===== src/rtl/as_pkg.sv =====
// as_pkg: allocation-set field widths, word layout and sequencer states
package as_pkg;
    localparam int VEC_ID_W       = 4;
    localparam int STAGE_W        = 3;
    localparam int DATA_ADDR_W    = 12;
    localparam int ALLOC_LEN_W    = 10;
    localparam int PS_ADDR_W      = 7;
    localparam int REGFILE_ADDR_W = 5;

    function automatic int as_width();
        return STAGE_W + VEC_ID_W + 2 * REGFILE_ADDR_W + ALLOC_LEN_W + 2 * DATA_ADDR_W;
    endfunction

    localparam int AS_W = as_width();

    localparam int DADDR_B_LSB   = 0;
    localparam int DADDR_A_LSB   = DADDR_B_LSB + DATA_ADDR_W;
    localparam int ALLOC_LEN_LSB = DADDR_A_LSB + DATA_ADDR_W;
    localparam int RF_B_LSB      = ALLOC_LEN_LSB + ALLOC_LEN_W;
    localparam int RF_A_LSB      = RF_B_LSB + REGFILE_ADDR_W;
    localparam int VEC_ID_LSB    = RF_A_LSB + REGFILE_ADDR_W;
    localparam int STAGE_LSB     = VEC_ID_LSB + VEC_ID_W;

    typedef enum logic [2:0] {IDLE, LOAD, ARMED, FETCH, ISSUE, WAIT} state_t;
endpackage


===== src/rtl/as_sequencer.sv =====
// as_sequencer: loads the allocation-set list, then walks it once per sample strobe
module as_sequencer
    import as_pkg::*;
(
    input  logic                 clk,
    input  logic                 rst,
    input  logic                 en,
    input  logic                 cfg_valid,
    output logic                 cfg_ready,
    input  logic [AS_W-1:0]      cfg_word,
    input  logic                 cfg_last,
    input  logic                 run_start,
    output logic                 mem_prog,
    output logic [PS_ADDR_W-1:0] mem_psaddr,
    output logic [AS_W-1:0]      mem_prog_as,
    input  logic [AS_W-1:0]      mem_as_word,
    output logic                 iss_valid,
    input  logic                 iss_ready,
    output logic [AS_W-1:0]      iss_word,
    input  logic                 iss_done,
    output logic                 busy,
    output logic                 frame_done,
    output logic                 overrun,
    output logic [PS_ADDR_W:0]   prog_len
);
    state_t               state, state_n;
    logic [PS_ADDR_W-1:0] wptr, wptr_n, rptr, rptr_n;
    logic [PS_ADDR_W:0]   len_n;
    logic [AS_W-1:0]      word_n;
    logic                 phase, phase_n, valid_n, busy_n, fd, fd_n, ovr_n;

    assign cfg_ready   = state == LOAD;
    assign mem_prog    = en & cfg_valid & (state == LOAD);
    assign mem_psaddr  = state == LOAD ? wptr : rptr;
    assign mem_prog_as = state == LOAD ? cfg_word : '0;
    assign frame_done  = fd & en;

    // state register; with en low everything holds and the done pulse is dropped
    always_ff @(posedge clk) begin
        if (!rst) begin
            state     <= IDLE;
            wptr      <= '0;
            rptr      <= '0;
            phase     <= 1'b0;
            prog_len  <= '0;
            iss_valid <= 1'b0;
            iss_word  <= '0;
            busy      <= 1'b0;
            fd        <= 1'b0;
            overrun   <= 1'b0;
        end else if (en) begin
            state     <= state_n;
            wptr      <= wptr_n;
            rptr      <= rptr_n;
            phase     <= phase_n;
            prog_len  <= len_n;
            iss_valid <= valid_n;
            iss_word  <= word_n;
            busy      <= busy_n;
            fd        <= fd_n;
            overrun   <= ovr_n;
        end else begin
            fd <= 1'b0;
        end
    end

    // next state: load list, then per frame fetch (two cycles), issue, wait for done
    always_comb begin
        state_n = state;
        wptr_n  = wptr;
        rptr_n  = rptr;
        phase_n = phase;
        len_n   = prog_len;
        valid_n = iss_valid;
        word_n  = iss_word;
        busy_n  = busy;
        fd_n    = 1'b0;
        ovr_n   = overrun | (run_start & busy);
        case (state)
            IDLE: begin
                wptr_n  = '0;
                state_n = LOAD;
            end
            LOAD: if (cfg_valid) begin
                wptr_n = wptr + 1'b1;
                if (cfg_last || &wptr) begin
                    len_n   = {1'b0, wptr} + 1'b1;
                    state_n = ARMED;
                end
            end
            ARMED: if (run_start) begin
                if (prog_len == '0) fd_n = 1'b1;
                else begin
                    rptr_n  = '0;
                    phase_n = 1'b0;
                    busy_n  = 1'b1;
                    state_n = FETCH;
                end
            end
            FETCH: if (phase) begin
                word_n  = mem_as_word;
                valid_n = 1'b1;
                phase_n = 1'b0;
                state_n = ISSUE;
            end else begin
                phase_n = 1'b1;
            end
            ISSUE: if (iss_ready) begin
                valid_n = 1'b0;
                state_n = WAIT;
            end
            WAIT: if (iss_done) begin
                if ({1'b0, rptr} == prog_len - 1'b1) begin
                    busy_n  = 1'b0;
                    fd_n    = 1'b1;
                    state_n = ARMED;
                end else begin
                    rptr_n  = rptr + 1'b1;
                    state_n = FETCH;
                end
            end
            default: state_n = IDLE;
        endcase
    end
endmodule


===== config.mk =====
export PLATFORM = sky130hd
export DESIGN_NAME = as_sequencer
export DESIGN_NICKNAME = d
export VERILOG_FILES = /design/src/rtl/as_pkg.sv /design/src/rtl/as_sequencer.sv
export SDC_FILE = /design/constraint.sdc
export NUM_CORES = 1
export LEC_CHECK = 0
export CORE_MARGIN = 10
export CORE_UTILIZATION = 39
export DETAILED_ROUTE_END_ITERATION = 6
export GPL_TIMING_DRIVEN = 0
export PLACE_DENSITY = 0.87
export SLEW_MARGIN = 10
export SYNTH_ARGS = -nofsm -noshare
export SYNTH_HDL_FRONTEND = slang
export SYNTH_SLANG_ARGS = --single-unit

===== constraint.sdc =====
create_clock -name clk -period 3.3 [get_ports clk]
set_input_delay 0.33 -clock clk [delete_from_list [all_inputs] [get_ports clk]]
set_output_delay 0.33 -clock clk [all_outputs]
set_load 0.02 [all_outputs]

# After elaboration in Yosys (flattened, before gate mapping)
# Cells that the tools add are included.
# word_totals
ff_bits	81
in_bits	110
output_inout_bits	123
elab_cells	86
# classes
n_addsub	4
eq_ne	15
muxes	35
n_bitwise	5
reduce_logical	17
# op_table
op	count
$mux W51	1
$mux W7	6
$pmux W7 S2	2
$mux W3	7
$pmux W3 S6	1
$ne A2 B2 Y1 const B	8
$add A7 B1 Y7 const B	2
$mux W1	14
$reduce_and A4 Y1	3
$reduce_and A6 Y1	2
$add A7 B1 Y8 const B	1
$eq A7 B8 Y1	1
$logic_not A8 Y1	1
$pmux W1 S2	4
$reduce_and A8 Y1	1
$reduce_bool A2 Y1	4
$sub A8 B1 Y8 const B	1
$reduce_and A7 Y1	1
$eq A3 B2 Y1 const B	2
$eq A3 B3 Y1 const B	2
$reduce_and A3 Y1	2
$and A1 B1 Y1	4
$eq A3 B1 Y1 const B	1
$logic_not A3 Y1	1
other kinds (4)	4

# Longest topological paths before layout
# Gate-level depths: netlist of the first run.
# logic_depth
ltp_word	5
mapped_depth	10
depth_no_buf	8

# Least setup slack after synthesis of the first run
# Ideal clock, no wire load.
# synth_timing
path_type	reg-to-reg
start	reg prog_len[0]
end	reg state[0]
setup_time_ns	0.122
t_arrival_ns	2.463
t_required_ns	3.178
slack_ns	0.716
stages_incl_launch_ff	10
path_buffers	1
period_less_slack_ns	2.584
path_cell_list	dfxtp_1 -> clkbuf_1 -> inv_1 -> ha_1 -> and2b_1 -> or3_1 -> a31o_2 -> a2111oi_4 -> nor2b_1 -> o311a_1
# synth_via
elab_chain_cells	5
word_cells_on_any_way	8
classes_between	add/sub: 1; eq/ne: 2; mux: 3; reduce/logical: 2
# synth_rtl
item	line	text
start, declared	as_sequencer.sv:24	output logic [PS_ADDR_W:0] prog_len
start signal, assigned	as_sequencer.sv:56	prog_len <= len_n;
$sub A8 B1 Y8	as_sequencer.sv:113	if ({1'b0, rptr} == prog_len - 1'b1) begin
$eq A7 B8 Y1	as_sequencer.sv:113	
$mux W1	as_sequencer.sv:113	
$mux W3	as_sequencer.sv:112	WAIT: if (iss_done) begin
$pmux W3 S6	as_sequencer.sv:79	case (state)
end signal, assigned	as_sequencer.sv:52	state <= state_n;
end, declared	as_sequencer.sv:26	state_t state, state_n;
# Several ways; a longest one is shown, not always the timed one. The select of a mux whose other input is x is not followed.
# A chain may end at the register's enable or synchronous reset.

# Worst setup path after layout of the first run
# layout_timing
start	reg state[2]
end	out mem_prog
# layout_via
elab_chain_cells	2
# layout_rtl
item	line	text
$eq A3 B1 Y1	as_sequencer.sv:33	assign mem_prog = en & cfg_valid & (state == LOAD);
$and A1 B1 Y1	as_sequencer.sv:33	
end, declared	as_sequencer.sv:13	output logic mem_prog,
# Every way passes these cells.

==> results.md, run 1 <==
- Clock Latency Late Sink: roughly 0.34 ns
- Drt initial violations: roughly 310
- Peak supply drop: 175 µV
- Fin. Hold Viols: 0
- # setup viols final: 0
- Worst hold-check path type: primary input to flop
- Num CTS Buffers: 9
- Initial antenna violation count: 0
- Cells after Synth: 513
- Area growth from synthesis to layout: 64.5%
- Die area: between 0.015 and 0.02 mm²
- TritonCTS clock tree: done
- Worst Skew: between 0.008 and 0.009 ns
- Pint: about 1.6 mW
- CP Launch Type: flop
- Synth Cell Area: between 0.004 and 0.005 mm²
- Worst slew margin: around half
- Effective utilization at floorplan: 40.1%
- Yosys warns: 0
- Flip-flop and latch area: 0.00162 mm²
- Gr ovfl total: 0
- Share of cells above drive strength 1: approximately 4.3%
- Vias per cell: between 4 and 5
- Post-synth top flop: dfxtp_1
- Final period util: 90.9%
- Placed Cells: 880
- Crit path time final: 3.00 ns
- Worst EP required: roughly 3 ns
- Crit path capture type: primary output
- Reg2reg start: prog_len[0]$_SDFFE_PN0P_
- Net switching power: just under 0.6 mW
- Clk buf depth: 2
- Synthesized area per cell: 8.10 µm²
- Core ar.: 0.0104 mm²
- IO Count: 233
- Min-delay src: en
- Htree depth: 3
- Post-DRT Antenna Nets: 0
- PD cells: between 300 and 400 mW/mm²
- Least-Margin Pin Slew: between 0.7 and 0.8 ns
- Worst R2R Path Depth: 9
- Hold_ws: ~0.38 ns
- Setup ws final: roughly 0.30 ns
- Clk pwr share: a little over 30%
- Vias in the first global route: 4579
- # hold bufs at CTS: 0
- Cell Rows: 37
- Reg-to-reg critical path endpoint: state[0]$_SDFFE_PN0P_
- Synthesized net count: 627
- Setup Buffers After CTS: 0
- Final non-filler cell total: just under 900
- Seq/Total Area, Yosys: slightly below 40%
- Crit. Startpoint: state[2]$_SDFFE_PN0P_
- Max Transition Viols Final: 0
- Seq cells post-synth: 81
- R2R Setup Slk: 0.44 ns
- Worst path arrival time: 2.67 ns
- WHS Path Cells: 3
- Setup_tns: 0 ns
- # diodes: 0
- Seq pwr share: between 40% and 50%
- Fin nets: roughly 870
- Drt total wl: 15500 µm
- Drt drc: 0
- Max cap viols: 0
- Max frequency: ~0.33 GHz
- Gr usage total: 19.9%
- Die Y: 123 µm
- Filler Cells Inserted: 872
- Hold EP: fd$_SDFF_PN0_
- Clock-pin slew on the worst setup and hold paths: ~0.080 ns
- Largest net degree at the start of global routing: 13
- Critical path type: flop to primary output
- Number of clock sinks: 81
- Placer Congestion: around 0.92
- Post-route total power: about 2.2 mW
- Port Buf Inserts: 231
- Worst-path fanout max: 10
- Routed via count: 4454
- Total iterations of the first detailed-routing run: 4
- Die extent in x: about 120 µm
- Clock Tree Root: clkbuf_8
- DR WL/cell: between 15 and 20 µm
- Synth async-reset ratio: 0%
- Combinational share of power: between 20% and 30%
- Multi-input logic area: approximately 0.0024 mm²
- Switching fraction of total power: 26.8%
- Outcome: completed
- Pre-CTS setup slack: a little over 0.07 ns
- Post-synth EDFFs: 0
- DP HPWL: around 13000 µm
- Lkg Pwr: 2.43 nW
- RSZ-0062 raised after global routing: false
- First-pass GRT wire length: between 20000 and 25000 µm
- Synth unique cells: between 50 and 60
power groups by stage:
stage / Sequential [mW] / Combinational [mW] / Clock, mW
6_report: 0.990 / 0.544 / 0.686
3_3_place_gp: 1.01 / 0.534 / 0
4_1_cts: 0.990 / 0.547 / 0.704
2_1_floorplan: 1.01 / 0.239 / 0
5_1_grt: 0.991 / 0.583 / 0.742
3_5_place_dp: 1.01 / 0.543 / 0
worst max path at each step:
stage / end / cells after the start
final: mem_prog / 5
after global routing: mem_prog / 5
after CTS: mem_psaddr[1] / 5
after detailed placement: mem_prog / 5
after global placement: mem_prog / 5
after floorplan: state[0]$_SDFFE_PN0P_ / 9
synthesized netlist by cell type, types with 3 or more instances:
| cell type | n | share of area (%) |
|---|---|---|
| o211a_1 | 6 | 1.4 |
| dfxtp_1 | 81 | 39 |
| nor2b_1 | 9 | 1.4 |
| nor3b_1 | 4 | 0.72 |
| nor4_1 | 4 | 0.60 |
| and2_1 | 56 | 8.4 |
| a21boi_0 | 55 | 9.9 |
| clkbuf_1 | 33 | 3.0 |
| nor2_1 | 10 | 0.90 |
| a21oi_1 | 4 | 0.48 |
| nand3_1 | 3 | 0.36 |
| xnor2_1 | 7 | 1.5 |
| nand2b_1 | 7 | 1.1 |
| inv_1 | 12 | 1.1 |
| xor2_1 | 4 | 0.84 |
| and3_1 | 3 | 0.45 |
| o21ai_0 | 16 | 1.9 |
| nand2_1 | 132 | 12 |
| ha_1 | 4 | 1.2 |
| mux2_2 | 8 | 2.2 |
| a211oi_1 | 5 | 0.90 |
| nand4_1 | 4 | 0.60 |
| mux2i_1 | 9 | 2.2 |
sequential cells by signal, indices dropped and copies added, names as in the netlist, 3 cells and up:
register  count
prog_len      8
iss_word     51
rptr          7
state         3
wptr          7
through the flow:
stage | cell area [µm²] | utilization, %
after detailed placement | 6640 | 64.0
after CTS | 6820 | 65.8
final | 6830 | 65.9
after floorplan | 4160 | -
after global placement | 6640 | 64.0
after global routing | 6830 | 65.9
cell usage in the layout, fill, tap and decap left out, drive strengths merged, types with 5 or more instances in the layout:
cell	Yosys	routed
a21oi	5	5
mux2	8	8
dfxtp	81	81
o211a	6	6
o21ai	16	16
mux2i	9	9
nand2b	7	7
and2	56	56
a211oi	5	5
xnor2	7	7
nand2	132	132
nor2b	9	9
clkbuf	33	45
a21boi	55	55
nor2	10	10
inv	12	12
clkdlybuf4s50	0	231
timing repair:
item | in CTS | in global routing
cloned | 0 | 0
resized for setup | 1 | 3
setup endpoints to repair | 60 | 10
cells by family after synthesis:
| group | after synthesis | share of synthesized area, % |
|---|---|---|
| xor gates and xnor gates | 11 | 2.32 |
| adders and majority gates | 4 | 1.20 |
| muxes | 17 | 4.34 |
| DFF | 81 | 39.0 |
| buffers and inverters | 46 | 4.25 |
| AOI/OAI and AO/OA | 110 | 20.1 |
| and+or+nand+nor | 244 | 28.8 |
layout make-up:
type / count / area share [%]
Clock inverter: 3 / 0.622
Tap cell: 136 / 2.49
Buffer: 34 / 1.94
Sequential cell: 81 / 23.7
Multi-Input combinational cell: 386 / 34.7
Clock buffer: 12 / 1.98
Timing Repair Buffer: 231 / 33.8
Inverter: 12 / 0.659
critical path: stages (launching register included):
cell             delay, ns
dfxtp_1               0.31
clkbuf_1              0.24
nor3b_4               0.50
nand3_1               0.34
inv_1                 0.24
clkdlybuf4s50_1       0.69
layer usage:
layer	part of all wire [%]	vias to the layer above	track usage [%]
met5	0	-	0
met4	1.1	0	5.60
met3	10	11	7.98
met2	53	184	37.0
met1	36	2050	20.1
li1	-	2209	-
Note: power is estimated with default switching activity, not from simulation.
==> run 2, diff against run 1 <==
MAX_ROUTING_LAYER = met4   (was default)
==> run 2 against run 1 <==
Compared with the run above: maximum frequency is 2.6% lower; clock skew rose by 0.0038 ns; worst hold slack gained 0.0094 ns; setup slack worse by 0.079 ns; critical path depth did not move; non-clock buffer count unchanged; clock-buffer cell count down 1; wire length shrank 2.0%; clock power is 12% higher; utilization increased by 0.27 points; critical endpoint is now mem_psaddr[0]; largest power group unchanged.
==> results.md, run 2 (synthesis gave the netlist of run 1 again) <==
- Max Transition Viols Final: 0 (unchanged)
- Fin nets: 869 (unchanged)
- Max reg flops: 51 (unchanged)
- Met3 GRT Util: 6.70% (-1.3 points)
- Worst hold-check path type: primary input to flop
- First-pass GRT wire length: 23100 µm (-4.2%)
- IO Count: 233 (unchanged)
- Crit path capture type: primary output
- Post-route total power: 2.30 mW (+3.7%)
- Least-Margin Pin Slew: 1.10 ns (+0.374 ns)
- Routed via count: 4462 (+0.18%)
- Worst path arrival time: 2.75 ns (+0.08 ns)
- Regs by FF count: iss_word (51), prog_len (8)
- Critical path type: flop to primary output
- Final Core Density: 66.2% (+0.27 points)
- Worst slew margin: 26.7% (-25 points)
- Slowest CP cell: clkdlybuf4s50_1
- DP HPWL: 12600 µm (-2.2%)
- Cell Rows: 37 (unchanged)
- Outcome: completed
- Number of clock sinks: 81 (unchanged)
- Vias in the first global route: 4464 (-2.5%)
- Most common cell on crit path: clkbuf_1
- Effective utilization at floorplan: 40.1% (unchanged)
- Clk buf depth: 2 (unchanged)
- Clock Tree Root: clkbuf_8
- CP Launch Type: flop
- Share of cells above drive strength 1: 4.34% (-0.0057 points)
- Filler Cells Inserted: 857 (-1.7%)
- Clock Latency Late Sink: 0.35 ns (about the same)
- Drt drc: 0 (unchanged)
- Htree depth: 3 (unchanged)
- Vias per cell: 4.98 (about the same)
- # setup viols final: 0 (unchanged)
- # diodes: 0 (unchanged)
- Drt total wl: 15200 µm (-2.0%)
- Max frequency: 0.325 GHz (-2.6%)
- Setup ws final: 0.222 ns (-0.0790 ns)
- DR WL/cell: 16.9 µm (-2.2%)
- Placed Cells: 880 (unchanged)
- Largest net degree at the start of global routing: 14 (+1)
- Most Crowded Layer GR: met2
- Total iterations of the first detailed-routing run: 5 (+1)
- Die extent in x: 123 µm (unchanged)
- Final period util: 93.3% (+2.4 points)
- Family with the most delay on the worst path: buffers and inverters
- Setup_tns: 0 ns (unchanged)
- Clock-pin slew on the worst setup and hold paths: 0.07 ns (about the same)
- RSZ-0062 raised after global routing: false
- Pre-CTS setup slack: 0.107 ns (+0.0358 ns)
- Worst Path Buf+Inv: 3 (unchanged)
- Post-DRT Antenna Nets: 0 (unchanged)
- Lkg Pwr: 2.44 nW (+0.35%)
- Final non-filler cell total: 896 (+0.11%)
- Worst EP required: 2.97 ns (about the same)
- Max cap viols: 0 (unchanged)
- M2 GR Usage: 34.4% (-2.6 points)
- PD cells: 336 mW/mm² (+3.3%)
- Commonest cells after routing, fill and taps aside: clkdlybuf4s50_1 (231), nand2_1 (132), dfxtp_1 (81)
- Drt initial violations: 391 (+27%)
- TritonCTS clock tree: done
- Num CTS Buffers: 9 (unchanged)
- Gr usage total: 19.6% (-0.28 points)
- Fin. Hold Viols: 0 (unchanged)
- Gr ovfl total: 0 (unchanged)
- Port Buf Inserts: 231 (unchanged)
- Die area: 0.0152 mm² (unchanged)
- Most common cell after layout, fill and taps aside: clkdlybuf4s50_1
- Initial antenna violation count: 0 (unchanged)
- Setup Buffers After CTS: 0 (unchanged)
- Die Y: 123 µm (unchanged)
- # hold bufs at CTS: 0 (unchanged)
- Crit path time final: 3.08 ns (+0.0790 ns)
- GR Layer Usage met1: 20.3% (+0.17 points)
- Register with the highest flop count: iss_word
- Worst Skew: 0.0120 ns (+0.00377 ns)
- Crit-path max cell delay: 0.55 ns (-0.14 ns)
- Core ar.: 0.0104 mm² (unchanged)
- Worst path cell trace: clkbuf_1, nor3b_4, clkbuf_1, mux2_2, clkdlybuf4s50_1
- Worst-path fanout max: 10 (unchanged)
- Area growth from synthesis to layout: 65.1%
- Peak supply drop: 249 µV (+43%)
- Placer Congestion: 0.924 (+0.84%)
run 2: cell types whose count changed in the layout (fill, tap and decap cells not counted), sizes merged:
cell,delta
clkbuf,-1
bufinv,+1
clkinvlp,+1
run 2: final cells by class:
cell class / instances / area, µm² / share of cell area, %
Tap cell: 136 / 170 / 2.48
Clock inverter: 5 / 80.1 / 1.17
Sequential cell: 81 / 1620 / 23.6
Timing Repair Buffer: 231 / 2310 / 33.7
Multi-Input combinational cell: 386 / 2370 / 34.5
Clock buffer: 11 / 131 / 1.91
Inverter: 12 / 45.0 / 0.656
Buffer: 34 / 131 / 1.91
run 2: tightest hold or removal path, delay by kind of cell:
kind | cells | cell delay (ns)
AND/OR/NAND/NOR | 1 | 0.11
buffers and inverters | 1 | 0.20
AO/OA/AOI/OAI | 1 | 0.05
run 2: per-layer routing:
| metal | up-vias | wire [µm] |
|---|---|---|
| met5 | - | 0 |
| met4 | 0 | 308 |
| met3 | 22 | 1440 |
| met2 | 196 | 7750 |
| met1 | 2037 | 5650 |
| li1 | 2207 | - |
run 2: where the power goes:
group | internal, mW | switching (mW) | leakage [nW] | total, mW
Clock | 0.425 | 0.345 | 0.0995 | 0.771
Sequential | 0.983 | 0.00711 | 0.653 | 0.990
Combinational | 0.295 | 0.247 | 1.68 | 0.542
run 2: worst paths after layout:
kind,cells past startpoint,slack (ns),startpoint,to
setup reg to reg,9,0.53,prog_len[0]$_SDFFE_PN0P_,state[0]$_SDFFE_PN0P_
hold / removal,3,0.39,en,fd$_SDFF_PN0_
hold reg to reg,2,0.46,iss_word[2]$_SDFFE_PN0P_,iss_word[2]$_SDFFE_PN0P_
setup / recovery,5,0.22,state[2]$_SDFFE_PN0P_,mem_psaddr[0]
run 2: repair_timing:
action,4_1_cts,5_1_grt
endpoints found under the hold margin,0,0
endpoints found under the setup margin,27,8
resized for setup,1,1
run 2: per-stage QoR:
| step | instance area, µm² | hold WS [ns] |
|---|---|---|
| final | 6860 | 0.388 |
| after global routing | 6860 | 0.436 |
| after CTS | 6860 | 0.360 |
| after detailed placement | 6640 | 0.457 |
| after global placement | 6640 | 0.450 |
| after floorplan | 4160 | 0.462 |
==> run 3, diff against run 2 <==
ABC_AREA = 1   (was default)
CORE_UTILIZATION = 38   (was 39)
SLEW_MARGIN = 20   (was 10)
==> run 3 against run 2 <==
Compared with the run above: synthesized area is 3.6% lower; combinational power is 150% higher; critical path depth increased by 2; first-iteration DRC count shrank 20%; wire length increased by 1.9%; non-clock buffer count decreased by 7; largest power group is now combinational cells.
==> results.md, run 3 <==
- Outcome: completed
- Most common cell after layout, fill and taps aside: clkdlybuf4s50_1
- Filler Cells Inserted: 891 (+4.0%)
- PD cells: 462 mW/mm² (+38%)
- Synth Cell Area: 0.00401 mm² (-3.6%)
- Worst EP required: 2.97 ns (about the same)
- # diodes: 0 (unchanged)
- Flip-flop and latch area: 0.00162 mm² (unchanged)
- TritonCTS clock tree: done
- RSZ-0062 raised after global routing: false
- Core ar.: 0.0103 mm² (-0.89%)
- Total iterations of the first detailed-routing run: 5 (unchanged)
- Vias per cell: 4.71 (-5.5%)
- Peak supply drop: 300 µV (+20%)
- CP Launch Type: flop
- WHS Path Cells: 2 (-1)
- Worst path cell trace: nor2_2, inv_2, nor2_8, buf_1, nand2_1, o21ai_0, clkdlybuf4s50_1
- Family with the most delay on the worst path: buffers and inverters
- Num CTS Buffers: 9 (unchanged)
- Max cap viols: 0 (unchanged)
- Setup_tns: 0 ns (unchanged)
- Setup ws final: 0.679 ns (+0.457 ns)
- # resized after CTS: 0 (-1)
- Crit. Startpoint: state[2]$_SDFFE_PN0P_
- Seq cells post-synth: 81 (unchanged)
- Crit path time final: 2.62 ns (-0.457 ns)
- Commonest cells after routing, fill and taps aside: clkdlybuf4s50_1 (232), nor2_1 (193), dfxtp_1 (81)
- # hold bufs at CTS: 0 (unchanged)
- Least-Margin Pin Slew: 0.527 ns (-0.569 ns)
- R2R Setup Slk: 1.15 ns (+0.62 ns)
- Multi-input logic area: 0.00194 mm² (-18%)
- Critical path type: flop to primary output
- Slowest CP cell: clkdlybuf4s50_1
- Max Transition Viols Final: 0 (unchanged)
- Share of cells above drive strength 1: 4.94% (+0.60 points)
- Worst Skew: 0.0151 ns (+0.00310 ns)
- Final period util: 79.4% (-14 points)
- Number of clock sinks: 81 (unchanged)
- Pre-CTS setup slack: 0.893 ns (+0.786 ns)
- Worst-path fanout max: 10 (unchanged)
- Vias in the first global route: 4723 (+5.8%)
- Placer Congestion: 0.953 (+3.1%)
- Routed via count: 4734 (+6.1%)
- Gr ovfl total: 0 (unchanged)
- Drt drc: 0 (unchanged)
- Reg2reg start: prog_len[0]$_SDFFE_PN0P_
- Effective utilization at floorplan: 39.0% (-1.1 points)
- Drt total wl: 15400 µm (+1.9%)
- Synth area leaders: dfxtp_1 (40%), nor2_1 (18%), inv_1 (7.4%)
- Clock Latency Late Sink: 0.36 ns (about the same)
- Post-DRT Antenna Nets: 0 (unchanged)
- Port Buf Inserts: 232 (+0.43%)
- Max frequency: 0.381 GHz (+17%)
- Htree depth: 3 (unchanged)
- Top-count cell post-synth: nor2_1
- Register with the highest flop count: iss_word
- DR WL/cell: 15.3 µm (-9.3%)
- Yosys warns: 0 (unchanged)
- Clk buf depth: 2 (unchanged)
- Largest net degree at the start of global routing: 16 (+2)
- Initial antenna violation count: 0 (unchanged)
- Worst slew margin: 64.8% (+38 points)
- IO Count: 233 (unchanged)
- Yosys top cell area share: 40.5% (+1.4 points)
- DP HPWL: 12700 µm (+1.1%)
- Max reg flops: 51 (unchanged)
- Area growth from synthesis to layout: 66.8%
- Dpl cell area: 0.00650 mm² (-2.1%)
- Crit-path max cell delay: 0.65 ns (+0.10 ns)
- Cell Rows: 37 (unchanged)
- Post-synth EDFFs: 0 (unchanged)
- Worst R2R Path Depth: 15 (+6)
- Synth unique cells: 30 (-42%)
- First-pass GRT wire length: 23500 µm (+1.8%)
- Hold EP: overrun$_SDFFE_PN0P_
- Seq/Total Area, Yosys: 40.5% (+1.4 points)
- Synth cell count leaders: nor2_1 (193), dfxtp_1 (81), inv_1 (79)
- Post-synth top flop: dfxtp_1
- Worst Path Buf+Inv: 3 (unchanged)
- Worst hold-check path type: flop to flop
- Drt initial violations: 313 (-20%)
- Reg-to-reg critical path endpoint: rptr[5]$_SDFFE_PN0P_
- Yosys top cell by area: dfxtp_1
- Regs by FF count: iss_word (51), prog_len (8)
- Cells after Synth: 622 (+21%)
- Fin. Hold Viols: 0 (unchanged)
- Synth async-reset ratio: 0% (unchanged)
- Synthesized area per cell: 6.44 µm² (-20%)
- Lkg Pwr: 2.94 nW (+21%)
- Fin nets: 979 (+13%)
- Synthesized net count: 736 (+17%)
- Gr usage total: 20.3% (+0.62 points)
- Die area: 0.0151 mm² (-0.85%)
- # setup viols final: 0 (unchanged)
- Clock-pin slew on the worst setup and hold paths: 0.08 ns (about the same)
- Worst path arrival time: 2.29 ns (-0.46 ns)
- Die extent in x: 123 µm (-0.43%)
- Setup Buffers After CTS: 0 (unchanged)
- Die Y: 123 µm (-0.43%)
- Min-delay src: overrun$_SDFFE_PN0P_
- Clock Tree Root: clkbuf_8
- Design area: 0.00668 mm² (-2.6%)
- Crit path capture type: primary output
-- run 3: cell count changes after synthesis, moves of 17 or more --
| cell | previous run | this run |
|---|---|---|
| a21boi_0 | 55 | 0 |
| a21oi_1 | 4 | 25 |
| and2_1 | 56 | 0 |
| clkbuf_1 | 33 | 14 |
| nand2_1 | 132 | 78 |
| inv_1 | 12 | 79 |
| nand3_1 | 3 | 20 |
| o21ai_1 | 0 | 41 |
| nor2_1 | 10 | 193 |
-- run 3: per-stage QoR --
step | total power, mW | hold WS [ns] | util, % | std cells
3_5_place_dp | 2.44 | 0.448 | 63.2 | 990
3_3_place_gp | 2.42 | 0.442 | 63.2 | 990
2_1_floorplan | 1.81 | 0.459 | - | 622
5_1_grt | 3.25 | 0.531 | 65.0 | 1006
4_1_cts | 3.12 | 0.471 | 65.0 | 1006
6_report | 3.09 | 0.473 | 65.0 | 1006
-- run 3: cell type report --
class | count | area share, %
repair buffers | 232 | 34.7
multi-input cells | 425 | 29.0
flip-flops and latches | 81 | 24.3
inverters | 90 | 5.05
well taps | 136 | 2.55
clock buffers | 10 | 2.06
plain buffers | 26 | 1.67
clock inverters | 6 | 0.693
-- run 3: how the worst max path moves through the flow --
| stage | endpoint | slack (ns) | cells past startpoint |
|---|---|---|---|
| after floorplan | rptr[1]$_SDFFE_PN0P_ | 1.44 | 13 |
| after global placement | mem_prog | 0.88 | 4 |
| after detailed placement | mem_prog | 0.89 | 4 |
| after CTS | mem_psaddr[5] | 0.66 | 7 |
| after global routing | mem_psaddr[4] | 0.51 | 7 |
| final | mem_psaddr[5] | 0.68 | 7 |
-- run 3: power by group --
part	switching, mW	internal [mW]	leakage [nW]	total, mW
combinational	0.770	0.572	2.20	1.34
sequential	0.0465	1.02	0.653	1.06
clock	0.382	0.300	0.0897	0.683
-- run 3: cell families (layout without fill, tap and decap cells) --
kind of cell,Yosys count,in the layout,synth area share (%)
buffers and inverters,116,364,11.2
AO/OA/AOI/OAI,99,99,12.6
XOR/XNOR,12,12,2.62
AND/OR/NAND/NOR,310,310,31.8
adder cells (fa/ha/maj),4,4,1.25
flip-flops,81,81,40.5
-- run 3: routing by layer --
layer / up-vias / routed length [µm] / GRT usage [%]
met5: - / 0 / -
met4: 0 / 193 / 6.11
met3: 17 / 2240 / 10.7
met2: 237 / 7110 / 33.2
met1: 2080 / 5890 / 20.7
li1: 2400 / - / -
-- run 3: worst register-to-register path: stages (launching register included) --
cell and delay [ns]:
dfxtp_1 0.49, inv_1 0.14, ha_1 0.26, inv_1 0.06, nand2_1 0.06, nand2_1 0.07
nand2_1 0.04, nand2_1 0.07, nand2_1 0.05, nor2_1 0.11, nand2_1 0.11, nand2_1 0.08
nand2_2 0.14, nand2_2 0.18, nand2_1 0.07, a21oi_1 0.14
